$ cat src/rtl/video_timing_pkg.sv
// Shared definitions for the video timing generator: axis state encoding and
// standard CEA-861 timing sets for 1080p60 and 720p60.
package video_timing_pkg;

    typedef enum logic [1:0] {
        ST_SYNC   = 2'd0,
        ST_BACK   = 2'd1,
        ST_ACTIVE = 2'd2,
        ST_FRONT  = 2'd3
    } vtg_state_e;

    localparam int VTG_1080P60_H_ACTIVE = 1920;
    localparam int VTG_1080P60_H_FRONT  = 88;
    localparam int VTG_1080P60_H_SYNC   = 44;
    localparam int VTG_1080P60_H_BACK   = 148;
    localparam int VTG_1080P60_V_ACTIVE = 1080;
    localparam int VTG_1080P60_V_FRONT  = 4;
    localparam int VTG_1080P60_V_SYNC   = 5;
    localparam int VTG_1080P60_V_BACK   = 36;

    localparam int VTG_720P60_H_ACTIVE  = 1280;
    localparam int VTG_720P60_H_FRONT   = 110;
    localparam int VTG_720P60_H_SYNC    = 40;
    localparam int VTG_720P60_H_BACK    = 220;
    localparam int VTG_720P60_V_ACTIVE  = 720;
    localparam int VTG_720P60_V_FRONT   = 5;
    localparam int VTG_720P60_V_SYNC    = 5;
    localparam int VTG_720P60_V_BACK    = 20;

    function automatic vtg_state_e vtg_next_state(input vtg_state_e cur);
        vtg_state_e nxt;
        case (cur)
            ST_SYNC:   nxt = ST_BACK;
            ST_BACK:   nxt = ST_ACTIVE;
            ST_ACTIVE: nxt = ST_FRONT;
            ST_FRONT:  nxt = ST_SYNC;
            default:   nxt = ST_SYNC;
        endcase
        return nxt;
    endfunction

endpackage

$ cat src/rtl/vtg_axis_counter.sv
// One timing axis: position counter plus SYNC/BACK/ACTIVE/FRONT region FSM.
// wrap is high in the cycle the counter steps from its last position back to 0.
module vtg_axis_counter
    import video_timing_pkg::*;
#(
    parameter int CNT_W      = 12,
    parameter int LEN_SYNC   = 1,
    parameter int LEN_BACK   = 1,
    parameter int LEN_ACTIVE = 1,
    parameter int LEN_FRONT  = 1
) (
    input  logic             clk,
    input  logic             rst_n,
    input  logic             advance,
    output logic [CNT_W-1:0] count,
    output vtg_state_e       state,
    output logic             wrap
);

    localparam int TOTAL = LEN_SYNC + LEN_BACK + LEN_ACTIVE + LEN_FRONT;
    localparam logic [CNT_W-1:0] LAST_SYNC   = CNT_W'(LEN_SYNC - 1);
    localparam logic [CNT_W-1:0] LAST_BACK   = CNT_W'(LEN_SYNC + LEN_BACK - 1);
    localparam logic [CNT_W-1:0] LAST_ACTIVE = CNT_W'(LEN_SYNC + LEN_BACK + LEN_ACTIVE - 1);
    localparam logic [CNT_W-1:0] LAST_COUNT  = CNT_W'(TOTAL - 1);

    logic [CNT_W-1:0] count_d, count_q;
    vtg_state_e       state_d, state_q;
    logic             region_end_s;

    // Next position and region; a region ends on its last count, so a length of 1 is one step.
    always_comb begin
        count_d      = count_q;
        state_d      = state_q;
        region_end_s = 1'b0;
        case (state_q)
            ST_SYNC:   region_end_s = (count_q == LAST_SYNC);
            ST_BACK:   region_end_s = (count_q == LAST_BACK);
            ST_ACTIVE: region_end_s = (count_q == LAST_ACTIVE);
            ST_FRONT:  region_end_s = (count_q == LAST_COUNT);
            default:   region_end_s = 1'b1;
        endcase
        if (advance) begin
            if (count_q == LAST_COUNT) begin
                count_d = '0;
            end else begin
                count_d = count_q + CNT_W'(1);
            end
            if (region_end_s) begin
                state_d = vtg_next_state(state_q);
            end else begin
                state_d = state_q;
            end
        end else begin
            count_d = count_q;
            state_d = state_q;
        end
    end

    // Position and region registers.
    always_ff @(posedge clk or negedge rst_n) begin
        if (!rst_n) begin
            count_q <= '0;
            state_q <= ST_SYNC;
        end else begin
            count_q <= count_d;
            state_q <= state_d;
        end
    end

    assign count = count_q;
    assign state = state_q;
    assign wrap  = advance && (count_q == LAST_COUNT);

endmodule

$ cat src/rtl/video_timing_gen.sv
// Raster timing generator: registered DE/HSYNC/VSYNC, line/frame pulses and coordinates.
// Define VIDEO_TIMING_GEN_COORD_EN to build the pixelX/pixelY registers; otherwise they read 0.
module video_timing_gen
    import video_timing_pkg::*;
#(
    parameter int H_ACTIVE = VTG_1080P60_H_ACTIVE,
    parameter int H_FRONT  = VTG_1080P60_H_FRONT,
    parameter int H_SYNC   = VTG_1080P60_H_SYNC,
    parameter int H_BACK   = VTG_1080P60_H_BACK,
    parameter int V_ACTIVE = VTG_1080P60_V_ACTIVE,
    parameter int V_FRONT  = VTG_1080P60_V_FRONT,
    parameter int V_SYNC   = VTG_1080P60_V_SYNC,
    parameter int V_BACK   = VTG_1080P60_V_BACK,
    parameter bit H_POL    = 1'b1,
    parameter bit V_POL    = 1'b1,
    parameter int CNT_W    = 12
) (
    input  logic             pixelClock,
    input  logic             resetN,
    input  logic             enable,
    output logic             DE,
    output logic             HSYNC,
    output logic             VSYNC,
    output logic             lineStart,
    output logic             frameStart,
    output logic [CNT_W-1:0] pixelX,
    output logic [CNT_W-1:0] pixelY
);

    localparam int HT = H_SYNC + H_BACK + H_ACTIVE + H_FRONT;
    localparam int VT = V_SYNC + V_BACK + V_ACTIVE + V_FRONT;

    if ((HT > (1 << CNT_W)) || (VT > (1 << CNT_W))) begin : g_size_check
        $error("video_timing_gen: HT or VT does not fit in CNT_W bits");
    end

    logic [CNT_W-1:0] h_count_s, v_count_s;
    vtg_state_e       h_state_s, v_state_s;
    logic             h_wrap_s, v_wrap_s;

    vtg_axis_counter #(
        .CNT_W(CNT_W), .LEN_SYNC(H_SYNC), .LEN_BACK(H_BACK),
        .LEN_ACTIVE(H_ACTIVE), .LEN_FRONT(H_FRONT)
    ) u_h_axis (
        .clk(pixelClock), .rst_n(resetN), .advance(enable),
        .count(h_count_s), .state(h_state_s), .wrap(h_wrap_s)
    );

    vtg_axis_counter #(
        .CNT_W(CNT_W), .LEN_SYNC(V_SYNC), .LEN_BACK(V_BACK),
        .LEN_ACTIVE(V_ACTIVE), .LEN_FRONT(V_FRONT)
    ) u_v_axis (
        .clk(pixelClock), .rst_n(resetN), .advance(h_wrap_s),
        .count(v_count_s), .state(v_state_s), .wrap(v_wrap_s)
    );

    logic de_d, de_q, hsync_d, hsync_q, vsync_d, vsync_q;
    logic line_start_d, line_start_q, frame_start_d, frame_start_q;
    logic frame_origin_d, frame_origin_q;

    // Decode the current position into next-cycle outputs; frozen (pulses cleared) while disabled.
    // frame_origin tracks "position is (0,0)": set by the edge on which both axes wrap.
    always_comb begin
        de_d           = de_q;
        hsync_d        = hsync_q;
        vsync_d        = vsync_q;
        line_start_d   = 1'b0;
        frame_start_d  = 1'b0;
        frame_origin_d = frame_origin_q;
        if (enable) begin
            hsync_d        = (h_count_s < CNT_W'(H_SYNC)) ? H_POL : ~H_POL;
            vsync_d        = (v_count_s < CNT_W'(V_SYNC)) ? V_POL : ~V_POL;
            de_d           = (h_state_s == ST_ACTIVE) && (v_state_s == ST_ACTIVE);
            line_start_d   = (h_count_s == '0);
            frame_start_d  = frame_origin_q;
            frame_origin_d = v_wrap_s;
        end else begin
            frame_origin_d = frame_origin_q;
        end
    end

    // Output registers.
    always_ff @(posedge pixelClock or negedge resetN) begin
        if (!resetN) begin
            de_q           <= 1'b0;
            hsync_q        <= ~H_POL;
            vsync_q        <= ~V_POL;
            line_start_q   <= 1'b0;
            frame_start_q  <= 1'b0;
            frame_origin_q <= 1'b1;
        end else begin
            de_q           <= de_d;
            hsync_q        <= hsync_d;
            vsync_q        <= vsync_d;
            line_start_q   <= line_start_d;
            frame_start_q  <= frame_start_d;
            frame_origin_q <= frame_origin_d;
        end
    end

    assign DE         = de_q;
    assign HSYNC      = hsync_q;
    assign VSYNC      = vsync_q;
    assign lineStart  = line_start_q;
    assign frameStart = frame_start_q;

`ifdef VIDEO_TIMING_GEN_COORD_EN
    logic [CNT_W-1:0] pixel_x_d, pixel_x_q, pixel_y_d, pixel_y_q;

    // Coordinates follow the position inside the active window and hold outside it.
    always_comb begin
        pixel_x_d = pixel_x_q;
        pixel_y_d = pixel_y_q;
        if (enable && (h_state_s == ST_ACTIVE) && (v_state_s == ST_ACTIVE)) begin
            pixel_x_d = h_count_s - CNT_W'(H_SYNC + H_BACK);
            pixel_y_d = v_count_s - CNT_W'(V_SYNC + V_BACK);
        end else begin
            pixel_x_d = pixel_x_q;
            pixel_y_d = pixel_y_q;
        end
    end

    // Coordinate registers.
    always_ff @(posedge pixelClock or negedge resetN) begin
        if (!resetN) begin
            pixel_x_q <= '0;
            pixel_y_q <= '0;
        end else begin
            pixel_x_q <= pixel_x_d;
            pixel_y_q <= pixel_y_d;
        end
    end

    assign pixelX = pixel_x_q;
    assign pixelY = pixel_y_q;
`else
    assign pixelX = '0;
    assign pixelY = '0;
`endif

endmodule

$ cat config.mk
export PLATFORM = sky130hd
export DESIGN_NAME = video_timing_gen
export DESIGN_NICKNAME = d
export VERILOG_FILES = /design/src/rtl/video_timing_pkg.sv /design/src/rtl/vtg_axis_counter.sv /design/src/rtl/video_timing_gen.sv
export SDC_FILE = /design/constraint.sdc
export NUM_CORES = 1
export LEC_CHECK = 0
export ABC_AREA = 1
export CORE_MARGIN = 8
export CORE_UTILIZATION = 40
export DETAILED_ROUTE_END_ITERATION = 10
export PLACE_DENSITY = 0.65
export SLEW_MARGIN = 20
export SYNTH_ARGS = -nofsm -noshare
export SYNTH_HDL_FRONTEND = slang
export SYNTH_SLANG_ARGS = --single-unit
$ cat constraint.sdc
create_clock -name pixelClock -period 4.8 [get_ports pixelClock]
set_clock_uncertainty 0.15 [all_clocks]
set_input_delay 0.96 -clock pixelClock [delete_from_list [all_inputs] [get_ports pixelClock]]
set_output_delay 0.96 -clock pixelClock [all_outputs]
set_load 0.03 [all_outputs]
==> results.json, run 1 <==
{
  "status": "completed",
  "whs_ns": 0.329,
  "routed_via_density": 4.84,
  "drive_gt1_share_pct": 12.0,
  "grt_setup_unrepaired": "no",
  "portBuffers": 7,
  "dr.pass1.iters": 4,
  "synth_area_leaders": "dfrtp_1 33%, nand2_1 11%, buf_4 7.9%",
  "path_cells": "clkdlybuf4s50_1, nand2_1, nor2_2, nand4_1, nor2_1, xor2_1",
  "root_buffer": "clkbuf_8",
  "synth_top_area_share_pct": 33.4,
  "worst_ep_required_time_ns": 4.85,
  "drv_slew": 0,
  "yosys_register_bits": 34,
  "avgSynthCellArea_sq_um": 7.45,
  "grt_pass1_vias": 1835,
  "netlist_instances": 332,
  "die_h_um": 94.7,
  "grt_pass1_wl_mm": 8.71,
  "period_minus_slack_ns": 2.56,
  "synth_cell_types": 34,
  "dp_hpwl_mm": 3.91,
  "crit_buf_inv": 1,
  "grt_usage_pct": 12.1,
  "antenna_found_initial": 0,
  "dr_total_vias": 2013,
  "cts_setup_buffers": 0,
  "clk_latency_ns": 0.28,
  "crit_family": "buffers and inverters",
  "worst_pin_slew_ns": 0.780,
  "die-area_sq_mm": 0.00896,
  "ir_drop_uv": 155,
  "postCtsResizedCells": 0,
  "finalHoldViolCount": 0,
  "core.rowCount": 28,
  "period_share_pct": 53.3,
  "core_sq_mm": 0.00596,
  "ios": 32,
  "design_area_sq_mm": 0.00260,
  "grt-ovfl-total": 0,
  "fin_ws_ns": 2.24,
  "finalSetupTns_ns": 0,
  "crit_arrival_ns": 2.61,
  "final_util_pct": 43.6,
  "slowest_stage": "clkdlybuf4s50_1",
  "crit_path_start_kind": "primary input",
  "slew_headroom_pct": 48.0,
  "synthesis.area_sq_mm": 0.00247,
  "p_per_area_mw_per_mm2": 429,
  "start_util_pct": 41.6,
  "cts_buffer_depth": 2,
  "worstPathMaxFanout": 16,
  "grt_max_degree": 35,
  "numCtsBuffers": 5,
  "drcViolationCount": 0,
  "yosys.area.top_type": "dfrtp_1",
  "crit_path_max_incr_delay_ns": 0.86,
  "cts_sinks": 34,
  "drv_cap": 0,
  "die_width_um": 94.7,
  "hold_class": "register to register",
  "cts-hold-fix-buffers": 0,
  "dp_slack_ns": 1.95,
  "power_leakage_uw": 0.00128,
  "place_congestion": 0.862,
  "max_freq_mhz": 391,
  "endpoint_kind": "register",
  "cts.htree.levels": 2,
  "syn2layout_area_growth_pct": 5.00,
  "setup_viol": 0,
  "initialDrtViolationCount": 140,
  "wirelength_mm": 5.13,
  "cts.reportedPaths.clkPinSlew_ns": 0.08,
  "placed_cell_area_sq_mm": 0.00250,
  "synth_warnings": 0,
  "final_net_count": 356,
  "diodes": 0,
  "postRouteAntennaNets": 0,
  "ys_seq_area_share_pct": 34.4,
  "tritoncts": "yes",
  "crit_type": "primary input to register",
  "detail_route.wl_per_cell_um": 12.3
}
## final cells by class
cell class / count / area, sq um
clock inverters: 2 / 12.5
multi-input cells: 247 / 1320
well taps: 75 / 93.8
flip-flops and latches: 34 / 852
clock buffers: 6 / 82.6
inverters: 45 / 174
fillers: 610 / 3360
repair buffers: 7 / 65.1
## worst paths after layout
path | start | to | slack, ns | cells past startpoint
max | enable | u_h_axis.count[10]$_DFFE_PN0P_ | 2.24 | 6
min | frame_origin_q$_DFFE_PN1P_ | frame_origin_q$_DFFE_PN1P_ | 0.33 | 2
max reg2reg | u_v_axis.count[0]$_DFFE_PN0P_ | u_v_axis.count[3]$_DFFE_PN0P_ | 2.86 | 8
min reg2reg | frame_origin_q$_DFFE_PN1P_ | frame_origin_q$_DFFE_PN1P_ | 0.33 | 2
max in group asynchronous | resetN | u_h_axis.state[0]$_DFFE_PN0P_ | 3.40 | 1
min in group asynchronous | resetN | u_h_axis.count[4]$_DFFE_PN0P_ | 0.61 | 1
## power by group
part	internal (uW)	switching [uW]	total (uW)
combinational	137	290	427
sequential	355	105	461
clock	115	110	226
total	608	506	1110
## cells by family after synthesis
| logic type | count (synthesis) | synth area share, % |
|---|---|---|
| other cells | 1 | 0.152 |
| compound gates | 22 | 4.90 |
| mux | 1 | 0.404 |
| buf+inv | 74 | 15.8 |
| flops | 34 | 34.4 |
| xor+xnor | 9 | 3.19 |
| simple gates | 178 | 34.6 |
| fa+ha+maj | 13 | 6.57 |
## layer usage
| metal | GRT usage, % | share of wire [%] |
|---|---|---|
| met3 | 2.94 | 6.5 |
| met2 | 18.8 | 44 |
| met5 | 0 | 0 |
| met1 | 16.1 | 48 |
| met4 | 4.03 | 1.4 |
## tightest hold or removal path, stage by stage, from the launching register on
cell     delay (ns)
dfstp_2        0.38
nand2_1        0.05
nand2_1        0.05
## cell usage after synthesis, drive strengths merged
cell type and instances:
nor2 35, nor3 16, o211ai 1, xor2 9, ha 13, or2 4
mux2i 1, o31ai 2, nand2 79, o21ai 12, dfstp 1, and3 1
a21oi 7, clkinv 2, dfrtp 33, buf 28, inv 43, conb 1
nand4 10, clkbuf 1, nand3 33
## per-stage QoR
step | cells | total power (uW)
6_report | 416 | 1110
5_1_grt | 416 | 1200
4_1_cts | 416 | 1120
3_5_place_dp | 408 | 888
3_3_place_gp | 408 | 880
2_1_floorplan | 355 | 824
## sequential cells by signal, summed over array words and instances, names as in the netlist
register	cells
frameStart	1
frame_origin_q	1
u_v_axis.state	2
u_v_axis.count	12
DE	1
u_h_axis.state	2
HSYNC	1
lineStart	1
VSYNC	1
u_h_axis.count	12
## cell usage in the layout, fill, tap and decap left out, types with 2 or more instances in the layout
cell type        Yosys  routed
o21ai_1              3       3
nand3_1             32      32
nor2_2               3       3
o31ai_1              2       2
nand2_2              5       5
ha_1                13      13
o21ai_0              9       9
or2_2                3       3
nor3_2               4       4
nand4_1              9       9
nor3_1              12      12
nor2_4               4       4
inv_1               35      35
nor2_1              28      28
xor2_1               9       9
inv_2                8       8
dfrtp_1             33      33
conb_1               1      24
clkdlybuf4s50_1      0       6
nand2_1             74      74
a21oi_1              6       6
clkbuf_8             0       6
Note: power is estimated with default switching activity, not from simulation.
==> run 2, diff against run 1 <==
Settings changed: PLACE_DENSITY 0.65 to 0.67.
Clock period 4.8 ns to 2.3 ns, I/O delays scaled along.
==> run 2 against run 1 <==
Against the previous run:
- combinational power is 110% higher
- critical endpoint is now u_v_axis.count[3]$_DFFE_PN0P_
- largest power group unchanged
- count of clock-buffer cells in the layout is 2 higher
- first-iteration DRC count is 6.4% higher
==> results.json, run 2 (same netlist as run 1, synthesis figures left out) <==
{
  "endpoint_kind": "register",
  "max_freq_mhz": 502,
  "period_share_pct": 86.7,
  "grt_pass1_wl_mm": 9.20,
  "cts_setup_buffers": 0,
  "diodes": 0,
  "crit_arrival_ns": 2.02,
  "place_congestion": 0.862,
  "syn2layout_area_growth_pct": 5.51,
  "setup_viol": 0,
  "core_sq_mm": 0.00596,
  "stdcell_count": 419,
  "cts-hold-fix-buffers": 0,
  "dr_total_vias": 2035,
  "tritoncts": "yes",
  "cts_buffer_depth": 2,
  "routed_via_density": 4.86,
  "crit_path_start_kind": "register",
  "finalHoldViolCount": 0,
  "portBuffers": 7,
  "seq_area_sq_um": 852,
  "worstPathMaxFanout": 7,
  "wirelength_mm": 5.14,
  "drcViolationCount": 0,
  "grt_max_degree": 35,
  "hold_class": "register to register",
  "place_inst": 411,
  "die_h_um": 94.7,
  "postCtsResizedCells": 0,
  "postRouteAntennaNets": 0,
  "numCtsBuffers": 5,
  "grt-ovfl-total": 0,
  "die_width_um": 94.7,
  "dp_hpwl_mm": 3.95,
  "cts.htree.levels": 2,
  "worst_ep_required_time_ns": 2.33,
  "ios": 32,
  "clk_latency_ns": 0.29,
  "final_util_pct": 43.8,
  "final_common_cell": "nand2_1",
  "drv_slew": 0,
  "power_leakage_uw": 0.00129,
  "crit_type": "register to register",
  "final_cell_mix": "74 x nand2_1, 35 x inv_1, 33 x dfrtp_1, 32 x nand3_1, 28 x nor2_1",
  "antenna_found_initial": 0,
  "start_util_pct": 41.6,
  "cts_sinks": 34,
  "whs_ns": 0.323,
  "ir_drop_uv": 292,
  "grt_pass1_vias": 2006,
  "detail_route.wl_per_cell_um": 12.3,
  "period_minus_slack_ns": 1.99,
  "die-area_sq_mm": 0.00896,
  "dr.pass1.iters": 4,
  "drive_gt1_share_pct": 11.6,
  "drv_cap": 0,
  "multi_input_area_sq_mm": 0.00132,
  "final_net_count": 359,
  "finalSetupTns_ns": 0,
  "root_buffer": "clkbuf_8",
  "fillCellCount": 604,
  "status": "completed",
  "initialDrtViolationCount": 149,
  "grt_usage_pct": 12.8,
  "grt_setup_unrepaired": "no",
  "core.rowCount": 28,
  "cts.reportedPaths.clkPinSlew_ns": 0.07,
  "p_per_area_mw_per_mm2": 879
}
-- run 2: changes by cell type in the layout (fill, tap and decap cells not counted), sizes merged --
cell,previous run,this run
buf,1,3
clkbuf,6,8
clkdlybuf4s50,6,7
clkinv,3,2
clkinvlp,1,0
-- run 2: critical path, stage by stage (launching register included) --
cell     delay [ns]
dfrtp_1        0.44
inv_1          0.17
ha_1           0.18
nand3_1        0.15
nor2_2         0.15
nand2_1        0.22
or2_1          0.31
nand2_1        0.07
nor2_1         0.04
-- run 2: cell type report --
| class | count | share of cell area (%) |
|---|---|---|
| inverters | 45 | 6.66 |
| flip-flops and latches | 34 | 32.6 |
| clock buffers | 8 | 3.07 |
| multi-input cells | 247 | 50.5 |
| well taps | 75 | 3.59 |
| repair buffers | 10 | 3.55 |
-- run 2: power by group --
group          switching [uW]  total, uW  internal, uW
logic                     612        903           291
registers                 219        962           743
clock network             215        430           215
total                    1050       2300          1250
-- run 2: per-layer routing --
layer | share of wire (%) | routed length [um] | track usage, % | vias up
li1 | - | - | - | 1028
met1 | 47 | 2420 | 16.6 | 934
met2 | 44 | 2250 | 19.5 | 67
met3 | 7.9 | 408 | 4.05 | 6
met4 | 1.1 | 59 | 4.42 | 0
met5 | 0 | 0 | 0 | -
-- run 2: final timing paths --
path,endpoint,from,slack (ns),cells past startpoint
worst max-delay path,u_v_axis.count[3]$_DFFE_PN0P_,u_v_axis.count[0]$_DFFE_PN0P_,0.31,8
worst min-delay path,frame_origin_q$_DFFE_PN1P_,frame_origin_q$_DFFE_PN1P_,0.32,2
worst max register to register,u_v_axis.count[3]$_DFFE_PN0P_,u_v_axis.count[0]$_DFFE_PN0P_,0.31,8
worst min register to register,frame_origin_q$_DFFE_PN1P_,frame_origin_q$_DFFE_PN1P_,0.32,2
max in group asynchronous,frame_origin_q$_DFFE_PN1P_,resetN,1.22,2
min in group asynchronous,u_h_axis.count[6]$_DFFE_PN0P_,resetN,0.44,2
-- run 2: metrics by stage --
step / instance area, sq um / setup WS (ns) / total power [uW]
2_1_floorplan: 2560 / 0.645 / 1720
3_3_place_gp: 2530 / 0.179 / 1840
3_5_place_dp: 2530 / 0.123 / 1860
4_1_cts: 2610 / 0.347 / 2310
5_1_grt: 2610 / 0.162 / 2500
6_report: 2610 / 0.306 / 2300
